[config.mk]
export PLATFORM = sky130hd
export DESIGN_NAME = stream_demux_1to2
export DESIGN_NICKNAME = d
export VERILOG_FILES = /design/src/rtl/stream_demux_1to2.sv
export SDC_FILE = /design/constraint.sdc
export NUM_CORES = 1
export LEC_CHECK = 0
export CORE_MARGIN = 5
export CORE_UTILIZATION = 25
export CTS_CLUSTER_SIZE = 24
export DETAILED_ROUTE_END_ITERATION = 10
export GPL_ROUTABILITY_DRIVEN = 0
export GPL_TIMING_DRIVEN = 1
export PLACE_DENSITY_LB_ADDON = 0.15
export SLEW_MARGIN = 20
export SYNTH_ARGS = -nofsm -noshare
export SYNTH_HDL_FRONTEND = slang
export SYNTH_SLANG_ARGS = --single-unit
[constraint.sdc]
create_clock -name clk -period 4.2 [get_ports clk]
set_clock_uncertainty 0.15 [all_clocks]
set_input_delay 1.05 -clock clk [delete_from_list [all_inputs] [get_ports clk]]
set_output_delay 1.05 -clock clk [all_outputs]
set_load 0.005 [all_outputs]
[src/rtl/stream_demux_1to2.sv]
// stream_demux_1to2
//   Two-way stream demultiplexer. Each accepted input word is routed by
//   in_sel (0 -> port 1, 1 -> port 2) into that port's private FIFO, so a
//   stalled consumer only blocks traffic bound for its own port.
//
// Ports
//   clk, reset            single clock, synchronous active-high reset
//   in_data/in_sel/in_valid/in_ready     input stream with destination select
//   out1_data/out1_valid/out1_ready      port-1 output stream (FIFO head)
//   out2_data/out2_valid/out2_ready      port-2 output stream (FIFO head)
//   cnt1, cnt2            words accepted per port since reset (wrapping)
module stream_demux_1to2 #(
    parameter int unsigned DATA_WIDTH = 32,
    parameter int unsigned FIFO_DEPTH = 2,
    parameter int unsigned CNT_WIDTH  = 16
) (
    input  logic                  clk,
    input  logic                  reset,
    input  logic [DATA_WIDTH-1:0] in_data,
    input  logic                  in_sel,
    input  logic                  in_valid,
    output logic                  in_ready,
    output logic [DATA_WIDTH-1:0] out1_data,
    output logic                  out1_valid,
    input  logic                  out1_ready,
    output logic [DATA_WIDTH-1:0] out2_data,
    output logic                  out2_valid,
    input  logic                  out2_ready,
    output logic [CNT_WIDTH-1:0]  cnt1,
    output logic [CNT_WIDTH-1:0]  cnt2
);

    localparam int unsigned AW = $clog2(FIFO_DEPTH);

    // Pointers carry one extra wrap bit to tell full from empty.
    typedef logic [AW:0] ptr_t;
    typedef logic [CNT_WIDTH-1:0] cnt_t;

    localparam ptr_t PTR_ONE = ptr_t'(1);
    localparam cnt_t CNT_ONE = cnt_t'(1);

    ptr_t                  wr_ptr [2];
    ptr_t                  rd_ptr [2];
    cnt_t                  cnt    [2];
    logic [DATA_WIDTH-1:0] mem    [2][FIFO_DEPTH];

    logic [1:0] full;
    logic [1:0] empty;
    logic [1:0] push;
    logic [1:0] pop;
    logic [1:0] out_ready;
    logic       accept;

    always_comb begin
        full  = '0;
        empty = '0;
        for (int unsigned p = 0; p < 2; p++) begin
            full[p]  = (wr_ptr[p][AW-1:0] == rd_ptr[p][AW-1:0]) &&
                       (wr_ptr[p][AW] != rd_ptr[p][AW]);
            empty[p] = (wr_ptr[p] == rd_ptr[p]);
        end
    end

    // Readiness depends only on the selected FIFO's occupancy; a pop in the
    // same cycle does not free the slot until the next cycle.
    assign in_ready  = !full[in_sel];
    assign accept    = in_valid && in_ready;
    assign push      = {accept && in_sel, accept && !in_sel};
    assign out_ready = {out2_ready, out1_ready};
    assign pop       = ~empty & out_ready;

    always_ff @(posedge clk) begin
        if (reset) begin
            for (int unsigned p = 0; p < 2; p++) begin
                wr_ptr[p] <= '0;
                rd_ptr[p] <= '0;
                cnt[p]    <= '0;
            end
        end else begin
            for (int unsigned p = 0; p < 2; p++) begin
                if (push[p]) begin
                    wr_ptr[p] <= wr_ptr[p] + PTR_ONE;
                    cnt[p]    <= cnt[p] + CNT_ONE;
                end
                if (pop[p]) begin
                    rd_ptr[p] <= rd_ptr[p] + PTR_ONE;
                end
            end
        end
    end

    // Storage needs no reset: reset empties the FIFOs via the pointers, and
    // a write during reset lands in a slot that is already considered free.
    always_ff @(posedge clk) begin
        for (int unsigned p = 0; p < 2; p++) begin
            if (push[p]) begin
                mem[p][wr_ptr[p][AW-1:0]] <= in_data;
            end
        end
    end

    always_comb begin
        out1_valid = !empty[0];
        out2_valid = !empty[1];
        out1_data  = '0;
        out2_data  = '0;
        if (!empty[0]) begin
            out1_data = mem[0][rd_ptr[0][AW-1:0]];
        end
        if (!empty[1]) begin
            out2_data = mem[1][rd_ptr[1][AW-1:0]];
        end
    end

    assign cnt1 = cnt[0];
    assign cnt2 = cnt[1];

endmodule
# Word-level counts from Yosys, hierarchy flattened
# Memories as Yosys holds them, arrays and structs flattened.
# Index checks and enable logic that the tools add are counted.
# W data, S select, Z words.
# totals
reg_bits	0
latchBits	0
ramBits	168
rom_bits	0
in_bits	38
out_inout_bits	99
elab_cells	86
memories	4
# op_classes
n_addsub	6
multipliers	0
div	0
order_cmp	7
eq_ne	6
shifts	0
mux	39
bitwise_logic	12
n_reduce_logical	12
# memory_table
name	words	word_bits	read_ports	rd_ports_with_merged_regs	write_ports	line	rtl
mem	2	64	2	0	1	45	logic [DATA_WIDTH-1:0] mem [2][FIFO_DEPTH];
cnt	2	16	2	0	2	44	cnt_t cnt [2];
rd_ptr	2	2	2	0	2	43	ptr_t rd_ptr [2];
wr_ptr	2	2	2	0	2	42	ptr_t wr_ptr [2];
# ops
op	count
$mux W32	10
$mux W64	4
$demux W32 S1	2
$reduce_or A64 Y1	1
$add A16 B1 Y16 const B	2
$mux W16	2
$mux W1	17
$add A2 B1 Y2 const B	4
$ge A2 B2 Y1 const B	4
$mux W2	4
$not A1 Y2	4
$logic_and A1 B1 Y1	7
$or A1 B1 Y1	6
$eq A2 B2 Y1	2
$logic_not A1 Y1	4
$lt A2 B1 Y1 const B	2
$and A2 B2 Y2	1
$eq A1 B1 Y1	2
$lt A1 B2 Y1 const B	1
$ne A1 B1 Y1	2
$not A2 Y2	1

# Logic depth before layout (Yosys ltp)
# depth
depth_word	11
mapped_depth	7
depth_no_buf	5

# Least setup slack after synthesis
# Ideal clock, no wire load.
# synth_timing
kind	input-to-reg
startpoint	input port in_valid
endpoint	memory mem[0][100] (netlist bit), enable pin
setup_ns	0.425
t_arrival_ns	2.712
required_ns	3.625
slack_ns	0.913
cell_stages	3
path_buffers	0
cell_sequence	nand2_1 > a21oi_1 > nor2b_1
# synth_via
elab_chain_cells	6
word_cells_on_any_way	10
classes_between	mux (6); reduce/logical (4)
# synth_rtl
element	line	rtl
start, declared	21	input logic in_valid,
$logic_and A1 B1 Y1 (*)	67	assign accept = in_valid && in_ready;
$logic_and A1 B1 Y1	68	assign push = {accept && in_sel, accept && !in_sel};
$mux W1	96	if (push[p]) begin
$mux W64 (not written as such)	97	mem[p][wr_ptr[p][AW-1:0]] <= in_data;
$reduce_or A64 Y1 (no source line)	n/a	
$mux W1 (no source line) / $mux W64 (equally long branches)	n/a	
end, declared	45	
# Mark *: on every way between the ends. The rest lies on a longest branch, timed or not.

==> metrics.txt <==
# TYPE chip_impl_metric gauge
chip_impl_info{name="outcome",value="finished, final reports clean"} 1
chip_impl_metric{name="design_area",unit="sq mm"} 0.00939
chip_impl_metric{name="pin_count",unit=""} 137
chip_impl_metric{name="core_region_area",unit="sq mm"} 0.0276
chip_impl_metric{name="ir_worst_vdd",unit="mV"} 0.246
chip_impl_metric{name="power_report.internal_total",unit="W"} 0.00354
chip_impl_metric{name="synth_enable_flop_cells",unit=""} 168
chip_impl_info{name="mostFrequentLayoutCell",value="edfxtp_1"} 1
chip_impl_metric{name="grt_pass1_wl",unit="um"} 25900
chip_impl_metric{name="p_switching",unit="W"} 0.00144
chip_impl_metric{name="postPlaceCellArea",unit="sq mm"} 0.00879
chip_impl_metric{name="dieWidth",unit="um"} 177
chip_impl_metric{name="cp.required",unit="ns"} 3.00
chip_impl_metric{name="grtUsageTotal",unit=""} 0.109
chip_impl_metric{name="netlist.area_leader.share",unit=""} 0.728
chip_impl_metric{name="asyncSetResetFlopFracSynth",unit=""} 0
chip_impl_metric{name="min_period",unit="ns"} 3.82
chip_impl_info{name="final_cell_mix",value="168 x edfxtp_1, 136 x clkdlybuf4s50_1, 109 x nor2_1, 64 x mux2i_1, 27 x xnor2_1"} 1
chip_impl_metric{name="max_clock_freq",unit="MHz"} 262
chip_impl_info{name="synth_flop_cell",value="edfxtp_1"} 1
chip_impl_info{name="setup_repair_after_global_routing_missed_its_margin",value="no"} 1
chip_impl_metric{name="clock-sinks",unit=""} 168
chip_impl_metric{name="static-leakage-power",unit="nW"} 3.15
chip_impl_metric{name="largest_net_degree_at_the_start_of_global_routing",unit=""} 37
chip_impl_metric{name="cts.repair.resized",unit=""} 0
chip_impl_metric{name="die_y",unit="um"} 177
chip_impl_metric{name="power_switching_share",unit=""} 0.289
chip_impl_info{name="critical_path_class",value="flop to output port"} 1
chip_impl_metric{name="synth.cell_area",unit="sq mm"} 0.00693
chip_impl_metric{name="yosysUniqueCellTypes",unit=""} 28
chip_impl_metric{name="drc",unit=""} 0
chip_impl_metric{name="grt-ovfl-total",unit=""} 0
chip_impl_metric{name="wl_per_cell",unit="um"} 16.6
chip_impl_metric{name="vias",unit=""} 4186
chip_impl_metric{name="antenna_violations_before_repair",unit=""} 1
chip_impl_metric{name="netlist_instances",unit=""} 472
chip_impl_metric{name="cts.repair_timing.setup_buffer_count",unit=""} 0
chip_impl_metric{name="seq_power_share",unit=""} 0.421
chip_impl_metric{name="synth.yosys.seq_area_share",unit=""} 0.728
chip_impl_info{name="post_synth_main_area_contributors",value="edfxtp_1 73%, mux2i_1 9.2%, nor2_1 6.1%"} 1
chip_impl_metric{name="synth.net_count",unit=""} 512
chip_impl_metric{name="port-buffer-count",unit=""} 136
chip_impl_metric{name="first_global_vias",unit=""} 4428
chip_impl_metric{name="row_count",unit=""} 61
chip_impl_metric{name="vias_per_cell",unit=""} 4.15
chip_impl_metric{name="worst_pin_slew",unit="ns"} 0.942
chip_impl_metric{name="timing.final.crit_share",unit=""} 0.908
chip_impl_metric{name="crit_fanout",unit=""} 33
chip_impl_metric{name="clock_tree.buffer_depth",unit=""} 2
chip_impl_metric{name="antenna_cells",unit=""} 0
chip_impl_metric{name="fin_worst_hold_slack",unit="ns"} 0.481
chip_impl_metric{name="finalCoreUtilization",unit=""} 0.341
chip_impl_info{name="hp-class",value="flop to flop"} 1
chip_impl_metric{name="yosysWarnings",unit=""} 0
chip_impl_metric{name="die_area",unit="sq mm"} 0.0312
chip_impl_metric{name="route.antenna.remaining_nets",unit=""} 0
chip_impl_info{name="critical_path_capture_point_type",value="output port"} 1
chip_impl_metric{name="combinationalPowerShare",unit=""} 0.261
chip_impl_info{name="cts_tree",value="yes"} 1
chip_impl_metric{name="area.growth.synth_to_final",unit="%"} 35.5
chip_impl_metric{name="nNetsFinal",unit=""} 658
chip_impl_metric{name="final.setup.tns",unit="ns"} 0
chip_impl_metric{name="final-hold-violation-count",unit=""} 0
chip_impl_metric{name="ff_to_ff_setup_slack",unit="ns"} 1.49
chip_impl_metric{name="power.density",unit="mW/mm^2"} 531
chip_impl_metric{name="report.final.slew_viol_count",unit=""} 0
chip_impl_metric{name="clock_insertion_delay_worst_skew",unit="ns"} 0.43
chip_impl_metric{name="ys_ff_latch",unit=""} 168
chip_impl_info{name="cts-root-buf",value="clkbuf_16"} 1
chip_impl_metric{name="synth.avg_cell_area",unit="sq um"} 14.7
chip_impl_metric{name="maxSlewHeadroom",unit=""} 0.371
chip_impl_metric{name="final_setup_violations",unit=""} 0
chip_impl_info{name="synth_top_area_cell",value="edfxtp_1"} 1
chip_impl_metric{name="drt_first_iter_violations",unit=""} 223
chip_impl_info{name="timing.critical_path.from_type",value="flop"} 1
chip_impl_metric{name="drtPass1Iterations",unit=""} 4
chip_impl_metric{name="p_clk_frac",unit=""} 0.318
chip_impl_metric{name="drv.max_cap_violation_count",unit=""} 0
chip_impl_metric{name="cts_hold_buffers",unit=""} 0
chip_impl_metric{name="critical_path_arrival",unit="ns"} 2.62
chip_impl_metric{name="clk_slew_on_worst_s_h_paths",unit="ns"} 0.07
chip_impl_metric{name="layout-drive-gt1-share",unit=""} 0.0777
chip_impl_metric{name="cts_inserted_buffers",unit=""} 17
chip_impl_metric{name="initial_core_util",unit=""} 0.252
chip_impl_metric{name="dp.final_hpwl",unit="um"} 10800
chip_impl_metric{name="htree_levels",unit=""} 4
chip_impl_metric{name="total_wire_length_after_detailed_routing",unit="um"} 16700
-- cells in the mapped netlist (2+ instances only) --
| cell | n |
|---|---|
| xnor2_1 | 27 |
| nand4_1 | 7 |
| edfxtp_1 | 168 |
| nor2_1 | 113 |
| buf_4 | 2 |
| buf_2 | 2 |
| and2_1 | 2 |
| nor4_1 | 8 |
| mux2i_1 | 64 |
| and3_1 | 3 |
| o21ai_0 | 3 |
| nor3_1 | 6 |
| ha_1 | 2 |
| nand2b_1 | 3 |
| xor2_1 | 10 |
| nand2_1 | 7 |
| buf_6 | 3 |
| clkbuf_1 | 6 |
| nor2b_1 | 2 |
| buf_1 | 6 |
| a21oi_1 | 2 |
| inv_1 | 8 |
| nand3_1 | 13 |
-- power by group through the flow --
stage | clock [W] | sequential (W) | combinational (W)
CTS | 0.00164 | 0.00210 | 0.00135
global route | 0.00172 | 0.00211 | 0.00143
finish | 0.00159 | 0.00210 | 0.00130
detailed placement | 0 | 0.00214 | 0.00134
global placement | 0 | 0.00213 | 0.00134
floorplan | 0 | 0.00212 | 0.000559
-- worst max-delay path: stages (launching register included) --
cell and delay, ns:
edfxtp_1 0.50, xor2_1 0.26, nor2_4 0.73, nor2_1 0.19, clkdlybuf4s50_1 0.50
-- cell families (layout without fill, tap and decap cells) --
| family | after synthesis | after routing | share of synthesized area |
|---|---|---|---|
| flip-flops | 168 | 168 | 0.728 |
| AND/OR/NAND/NOR | 167 | 167 | 0.105 |
| multiplexers | 64 | 64 | 0.0924 |
| XOR/XNOR | 37 | 37 | 0.0467 |
| buffers and inverters | 27 | 186 | 0.0193 |
| AO/OA/AOI/OAI | 7 | 7 | 0.00577 |
| adder cells (fa/ha/maj) | 2 | 2 | 0.00361 |
-- final timing paths --
check | from | end | cells past startpoint
setup / recovery | wr_ptr[0][0] | out1_data[3] | 4
hold / removal | cnt[0][31] | cnt[0][31] | 2
hold reg to reg | cnt[0][31] | cnt[0][31] | 2
setup reg to reg | wr_ptr[0][0] | mem[0][41] | 4
-- registers in the layout, indices dropped and copies added, names as in the netlist --
register  flops
cnt          32
wr_ptr        4
mem         128
rd_ptr        4
-- per-stage QoR --
stage / instances / total power [W] / worst slack (ns)
2_1_floorplan: 472 / 0.00268 / 0.913
3_3_place_gp: 977 / 0.00347 / 0.698
4_1_cts: 1009 / 0.00509 / 0.299
6_report: 1009 / 0.00498 / 0.385
3_5_place_dp: 977 / 0.00348 / 0.697
5_1_grt: 1009 / 0.00527 / 0.177
-- area by class of cell --
type	instances	area (sq um)
Clock inverter	15	176
Sequential cell	168	5040
Timing Repair Buffer	146	1450
Clock buffer	17	425
Fill cell	2735	18200
Inverter	8	30.0
Tap cell	378	473
Multi-Input combinational cell	277	1790
-- layer usage --
metal  global-route usage  wire, um
met5                    0        18
met4               0.0319       184
met3               0.0330       969
met2                0.170      7660
met1                0.146      7900
(Power assumes the default switching activity.)
